**config.mk**
```make
export PLATFORM = sky130hd
export DESIGN_NAME = turn_sequencer
export DESIGN_NICKNAME = d
export VERILOG_FILES = /design/src/rtl/turn_sequencer.sv
export SDC_FILE = /design/constraint.sdc
export NUM_CORES = 1
export LEC_CHECK = 0
export CAP_MARGIN = 20
export CORE_ASPECT_RATIO = 0.5
export CORE_UTILIZATION = 56
export CTS_CLUSTER_SIZE = 10
export DETAILED_ROUTE_END_ITERATION = 6
export PLACE_DENSITY = 0.87
export SYNTH_ARGS = -nofsm -noshare
export SYNTH_HDL_FRONTEND = slang
export SYNTH_SLANG_ARGS = --single-unit
```
**constraint.sdc**
```tcl
create_clock -name clk -period 4.9 [get_ports clk]
set_input_delay 0.735 -clock clk [delete_from_list [all_inputs] [get_ports clk]]
set_output_delay 0.735 -clock clk [all_outputs]
set_load 0.005 [all_outputs]
```
**src/rtl/turn_sequencer.sv**
```systemverilog
// Per-turn aim/charge/launch/flight/settle sequencer; owns both players' HP.
// Optional build macro TURN_TIMEOUT_EN adds an AIM+CHARGE tick budget.
//
// state   | meaning
// IDLE    | waiting for exactly one turn flag
// AIM     | owner aiming, waiting for fire press
// CHARGE  | fire held, power ramps on each tick
// FLIGHT  | projectile in the air, waiting for proj_done
// SETTLE  | counting SETTLE_TICKS ticks after impact
// DONE    | one-cycle turn_done pulse to game_fsm
// RELEASE | waiting for game_fsm to drop the owner's flag
module turn_sequencer #(
  parameter int HP_MAX        = 100,
  parameter int DAMAGE        = 20,
  parameter int POWER_MAX     = 100,
  parameter int POWER_STEP    = 2,
  parameter int SETTLE_TICKS  = 30,
  parameter int TIMEOUT_TICKS = 900
) (
  input  logic       clk,
  input  logic       rst_n,
  input  logic       dog_turn,
  input  logic       cat_turn,
  input  logic       start_game,
  input  logic       fire_press,
  input  logic       tick,
  input  logic       proj_done,
  input  logic       proj_hit,
  output logic       launch,
  output logic       shooter,
  output logic [6:0] power,
  output logic [9:0] hp_dog,
  output logic [9:0] hp_cat,
  output logic       turn_done_dog,
  output logic       turn_done_cat,
  output logic [2:0] seq_state
);

  typedef enum logic [2:0] {
    S_IDLE    = 3'd0,
    S_AIM     = 3'd1,
    S_CHARGE  = 3'd2,
    S_FLIGHT  = 3'd3,
    S_SETTLE  = 3'd4,
    S_DONE    = 3'd5,
    S_RELEASE = 3'd6
  } state_t;

  localparam int SW = $clog2(SETTLE_TICKS + 1);

  state_t        state;
  logic          fire_q;
  logic          start_q;
  logic [SW-1:0] settle_cnt;

  logic       owner_flag;
  logic       fire_rise;
  logic       fire_fall;
  logic       start_rise;
  logic       timeout_now;
  logic [7:0] power_sum;
  logic [6:0] power_sat;
  logic [9:0] hp_dog_dmg;
  logic [9:0] hp_cat_dmg;

  assign owner_flag = shooter ? cat_turn : dog_turn;
  assign fire_rise  = fire_press & ~fire_q;
  assign fire_fall  = ~fire_press & fire_q;
  assign start_rise = start_game & ~start_q;

  assign power_sum  = {1'b0, power} + 8'(POWER_STEP);
  assign power_sat  = (power_sum > 8'(POWER_MAX)) ? 7'(POWER_MAX) : power_sum[6:0];

  // Saturate at zero rather than wrapping when HP is below one hit.
  assign hp_dog_dmg = (hp_dog > 10'(DAMAGE)) ? hp_dog - 10'(DAMAGE) : 10'd0;
  assign hp_cat_dmg = (hp_cat > 10'(DAMAGE)) ? hp_cat - 10'(DAMAGE) : 10'd0;

`ifdef TURN_TIMEOUT_EN
  localparam int TW = $clog2(TIMEOUT_TICKS + 1);
  logic [TW-1:0] to_cnt;

  // Budget reloads while idle and spans AIM and CHARGE without restarting.
  always_ff @(posedge clk or negedge rst_n) begin
    if (!rst_n) begin
      to_cnt <= TW'(TIMEOUT_TICKS);
    end else if (state == S_IDLE) begin
      to_cnt <= TW'(TIMEOUT_TICKS);
    end else if ((state == S_AIM || state == S_CHARGE) && tick && to_cnt != '0) begin
      to_cnt <= to_cnt - TW'(1);
    end
  end

  assign timeout_now = tick && (to_cnt == TW'(1)) &&
                       (state == S_AIM || state == S_CHARGE);
`else
  assign timeout_now = 1'b0;
`endif

  always_ff @(posedge clk or negedge rst_n) begin
    if (!rst_n) begin
      state         <= S_IDLE;
      shooter       <= 1'b0;
      power         <= 7'd0;
      launch        <= 1'b0;
      turn_done_dog <= 1'b0;
      turn_done_cat <= 1'b0;
      hp_dog        <= 10'(HP_MAX);
      hp_cat        <= 10'(HP_MAX);
      fire_q        <= 1'b0;
      start_q       <= 1'b0;
      settle_cnt    <= '0;
    end else begin
      fire_q        <= fire_press;
      start_q       <= start_game;
      launch        <= 1'b0;
      turn_done_dog <= 1'b0;
      turn_done_cat <= 1'b0;

      case (state)
        S_IDLE: begin
          if (dog_turn ^ cat_turn) begin
            state   <= S_AIM;
            shooter <= cat_turn;
            power   <= 7'd0;
          end
        end
        S_AIM: begin
          if (!owner_flag) begin
            state <= S_IDLE;
          end else if (timeout_now) begin
            state      <= S_SETTLE;
            settle_cnt <= SW'(SETTLE_TICKS);
          end else if (fire_rise) begin
            state <= S_CHARGE;
          end
        end
        S_CHARGE: begin
          if (!owner_flag) begin
            state <= S_IDLE;
          end else begin
            if (tick) power <= power_sat;
            if (fire_fall || timeout_now) begin
              launch <= 1'b1;
              state  <= S_FLIGHT;
            end
          end
        end
        S_FLIGHT: begin
          if (!owner_flag) begin
            state <= S_IDLE;
          end else if (proj_done) begin
            state      <= S_SETTLE;
            settle_cnt <= SW'(SETTLE_TICKS);
            if (proj_hit) begin
              if (shooter) hp_dog <= hp_dog_dmg;
              else         hp_cat <= hp_cat_dmg;
            end
          end
        end
        S_SETTLE: begin
          if (!owner_flag) begin
            state <= S_IDLE;
          end else if (tick) begin
            if (settle_cnt == SW'(1)) begin
              state         <= S_DONE;
              turn_done_dog <= ~shooter;
              turn_done_cat <= shooter;
            end else begin
              settle_cnt <= settle_cnt - SW'(1);
            end
          end
        end
        S_DONE: state <= S_RELEASE;
        S_RELEASE: begin
          if (!owner_flag) state <= S_IDLE;
        end
        default: state <= S_IDLE;
      endcase

      // Reload overrides any hit landing in the same cycle.
      if (start_rise) begin
        hp_dog <= 10'(HP_MAX);
        hp_cat <= 10'(HP_MAX);
      end
    end
  end

  assign seq_state = state;

endmodule

```
==> impl_metrics.toml <==
[clocking]
cts.sink_count = 36
cts_setup_buffers = 0
cts_root_buf = "clkbuf_8"
clk_path_buf_depth = 2
clk_latency_ns = 0.30
post_cts_resized = 0
ctsHoldBuffers = 0
cts_tree = "built"
cts_made_buffers = 5
path_clk_slew_ns = 0.08
cts-htree-levels = 2

[floorplanning]
io_pins = 43
num_rows = 15
die_height_um = 46.3
fp.dieW_um = 90.7
start_util = 0.614
dieArea_mm2 = 0.00420
coreArea_mm2 = 0.00358

[route]
wl_per_cell_um = 14.3
firstDrtPassIters = 4
drt-total-wl_um = 4810
drtIter0Drc = 67
vias = 1965
drt.antenna.violating_nets = 0
drc_errors = 0
vias_per_cell = 5.83

[sta]
hold_viol = 0
worst_slew_pin_slew_ns = 0.767
fin_crit_sh = 0.468
holdWs_ns = 0.536
max_clock_freq_mhz = 436
final.setup.tns_ns = 0
setup_viol = 0
rsz0062_at_grt = "false"
fin_crit_ns = 2.29
slew_violations = 0
maxSlewHeadroom = 0.488
setup_slack_ns = 2.61
timing.clock.skew_ns = 0.0109

[synthesis]
syn_area_per_cell_um2 = 8.92
yosys_warnings = 0
synth_edf_count = 0
synthFlopType = "dfrtp_1"
postSynth.asyncResetShare = 1.00
synth_cell_types = 56
ys_seq_elements = 36
synth_area_mm2 = 0.00220
ys_seq_area_frac = 0.413
postSynthCellCount = 247

[global_routing]
antenna_found_initial = 0
grt_use_met3 = 0.0462
gr-total-overflow = 0
grt_busiest_layer = "met2"
met2_usage = 0.452
grt_usage = 0.246
grt_pass1_wl_um = 7980
first_global_vias = 1810
use_met1 = 0.291
grt_max_degree = 37

[finish]
nFillCells = 245
regArea_um2 = 908
area_growth_pct = 21.6
final_cell_mix = "37 x clkdlybuf4s50_1, 30 x dfrtp_1, 27 x nand2_1, 21 x o21ai_0, 20 x nor2_1"
multi_input_area_mm2 = 0.00120
nets = 301
post-route-util = 0.747
final_common_cell = "clkdlybuf4s50_1"
diodes = 0
drive_above_1_share = 0.0874

[worst_setup_path]
cp_top_family = "buffers and inverters"
path_buf_inv = 1
worstSetupEndpointType = "flop"
cp-startpoint = "cat_turn"
worstPathRequired_ns = 5.08
cpMaxStageDelayCell = "clkdlybuf4s50_1"
r2r-start = "seq_state[2]$_DFFE_PN0P_"
crit_chain = "clkdlybuf4s50_1, mux2i_1, o22ai_1, nand2_1, o21ai_0, a22o_1"
crit_type = "in2reg"
crit_path_max_incr_delay_ns = 0.55
cp_data_arrival_time_ns = 2.47
cp_max_fo = 8
cp-start-kind = "input pin"

[placement]
gp_congestion = 0.877
dp_hpwl_um = 3460
dp_slack_ns = 2.35
port_buffers = 37

[power]
irDropWorstVdd_mv = 0.237
p_leak_nw = 1.08
powerDensity_mw_per_mm2 = 353

[worst_hold_path]
min-delay-start = "hp_cat[6]$_DFFE_PN1P_"
min_path_type = "reg2reg"

[run]
drv_cap = 0

[run_status]
status = "finished clean"
==> through the flow <==
step	std cells	total power, mW	cell area (um^2)
6_report	337	0.945	2680
5_1_grt	337	0.998	2680
4_1_cts	337	0.943	2680
3_5_place_dp	329	0.736	2600
3_3_place_gp	329	0.721	2600
2_1_floorplan	251	0.624	2220
==> worst register-to-register path: stages, from the launching register on <==
cell and delay (ns):
dfrtp_1 0.60, nor3b_1 0.63, a31oi_1 0.25, nor2_2 0.30, nand2_1 0.13, o22a_1 0.22
==> synthesized netlist by cell type, drive strengths merged (2+ instances only) <==
master | n | area [um^2]
a211o | 2 | 17.5
a21oi | 16 | 80.1
a2bb2oi | 2 | 17.5
a31oi | 5 | 31.3
and2 | 3 | 18.8
and3 | 2 | 12.5
and4b | 2 | 25.0
buf | 7 | 47.6
clkbuf | 4 | 15.0
dfrtp | 30 | 751
dfstp | 6 | 158
ha | 7 | 87.6
inv | 12 | 45.0
mux2 | 2 | 22.5
mux2i | 5 | 50.1
nand2 | 27 | 101
nand2b | 2 | 12.5
nand3 | 8 | 40.0
nor2 | 21 | 81.3
nor2b | 8 | 50.1
nor3 | 8 | 40.0
nor3b | 6 | 50.1
nor4 | 3 | 25.0
nor4b | 2 | 17.5
o211ai | 3 | 22.5
o21ai | 21 | 105
o22a | 3 | 26.3
o22ai | 3 | 18.8
o31ai | 2 | 15.0
or3 | 5 | 36.3
==> final timing paths <==
path / endpoint / slack [ns] / depth (start not counted)
max: power[6]$_DFFE_PN0P_ / 2.61 / 6
min: hp_cat[6]$_DFFE_PN1P_ / 0.54 / 2
max reg2reg: settle_cnt[2]$_DFFE_PN0P_ / 2.66 / 5
min reg2reg: hp_cat[6]$_DFFE_PN1P_ / 0.54 / 2
max in group asynchronous: hp_dog[6]$_DFFE_PN1P_ / 3.70 / 2
min in group asynchronous: settle_cnt[2]$_DFFE_PN0P_ / 0.85 / 2
==> metal layers <==
layer | vias to the layer above | routed length [um]
met3 | 7 | 215
met5 | - | 0
li1 | 954 | -
met2 | 57 | 2360
met1 | 947 | 2180
met4 | 0 | 57
==> cells by family after synthesis <==
| logic type | share of synthesized area |
|---|---|
| compound gates | 0.182 |
| simple gates | 0.274 |
| other cells | 0.00170 |
| xor+xnor | 0.00796 |
| mux | 0.0330 |
| fa+ha+maj | 0.0398 |
| flops | 0.412 |
| buf+inv | 0.0489 |
==> state kept, by name (all words and copies together), names as in the netlist <==
register       cells
hp_dog             8
power              6
turn_done_dog      1
turn_done_cat      1
hp_cat             8
shooter            1
seq_state          3
start_q            1
settle_cnt         5
fire_q             1
launch             1
==> area by class of cell <==
cell class                      instances  area share
Sequential cell                        36       0.339
Multi-Input combinational cell        192       0.449
Clock inverter                          1     0.00187
Clock buffer                            7      0.0285
Timing Repair Buffer                   38       0.141
Inverter                               12      0.0168
Tap cell                               51      0.0238
==> where the power goes <==
part,switching (mW),leakage [nW],internal (mW)
combinational,0.161,0.574,0.150
sequential,0.0865,0.464,0.340
clock,0.109,0.0422,0.0999
total,0.356,1.08,0.589
No activity file was read; power rests on OpenSTA's default activity.
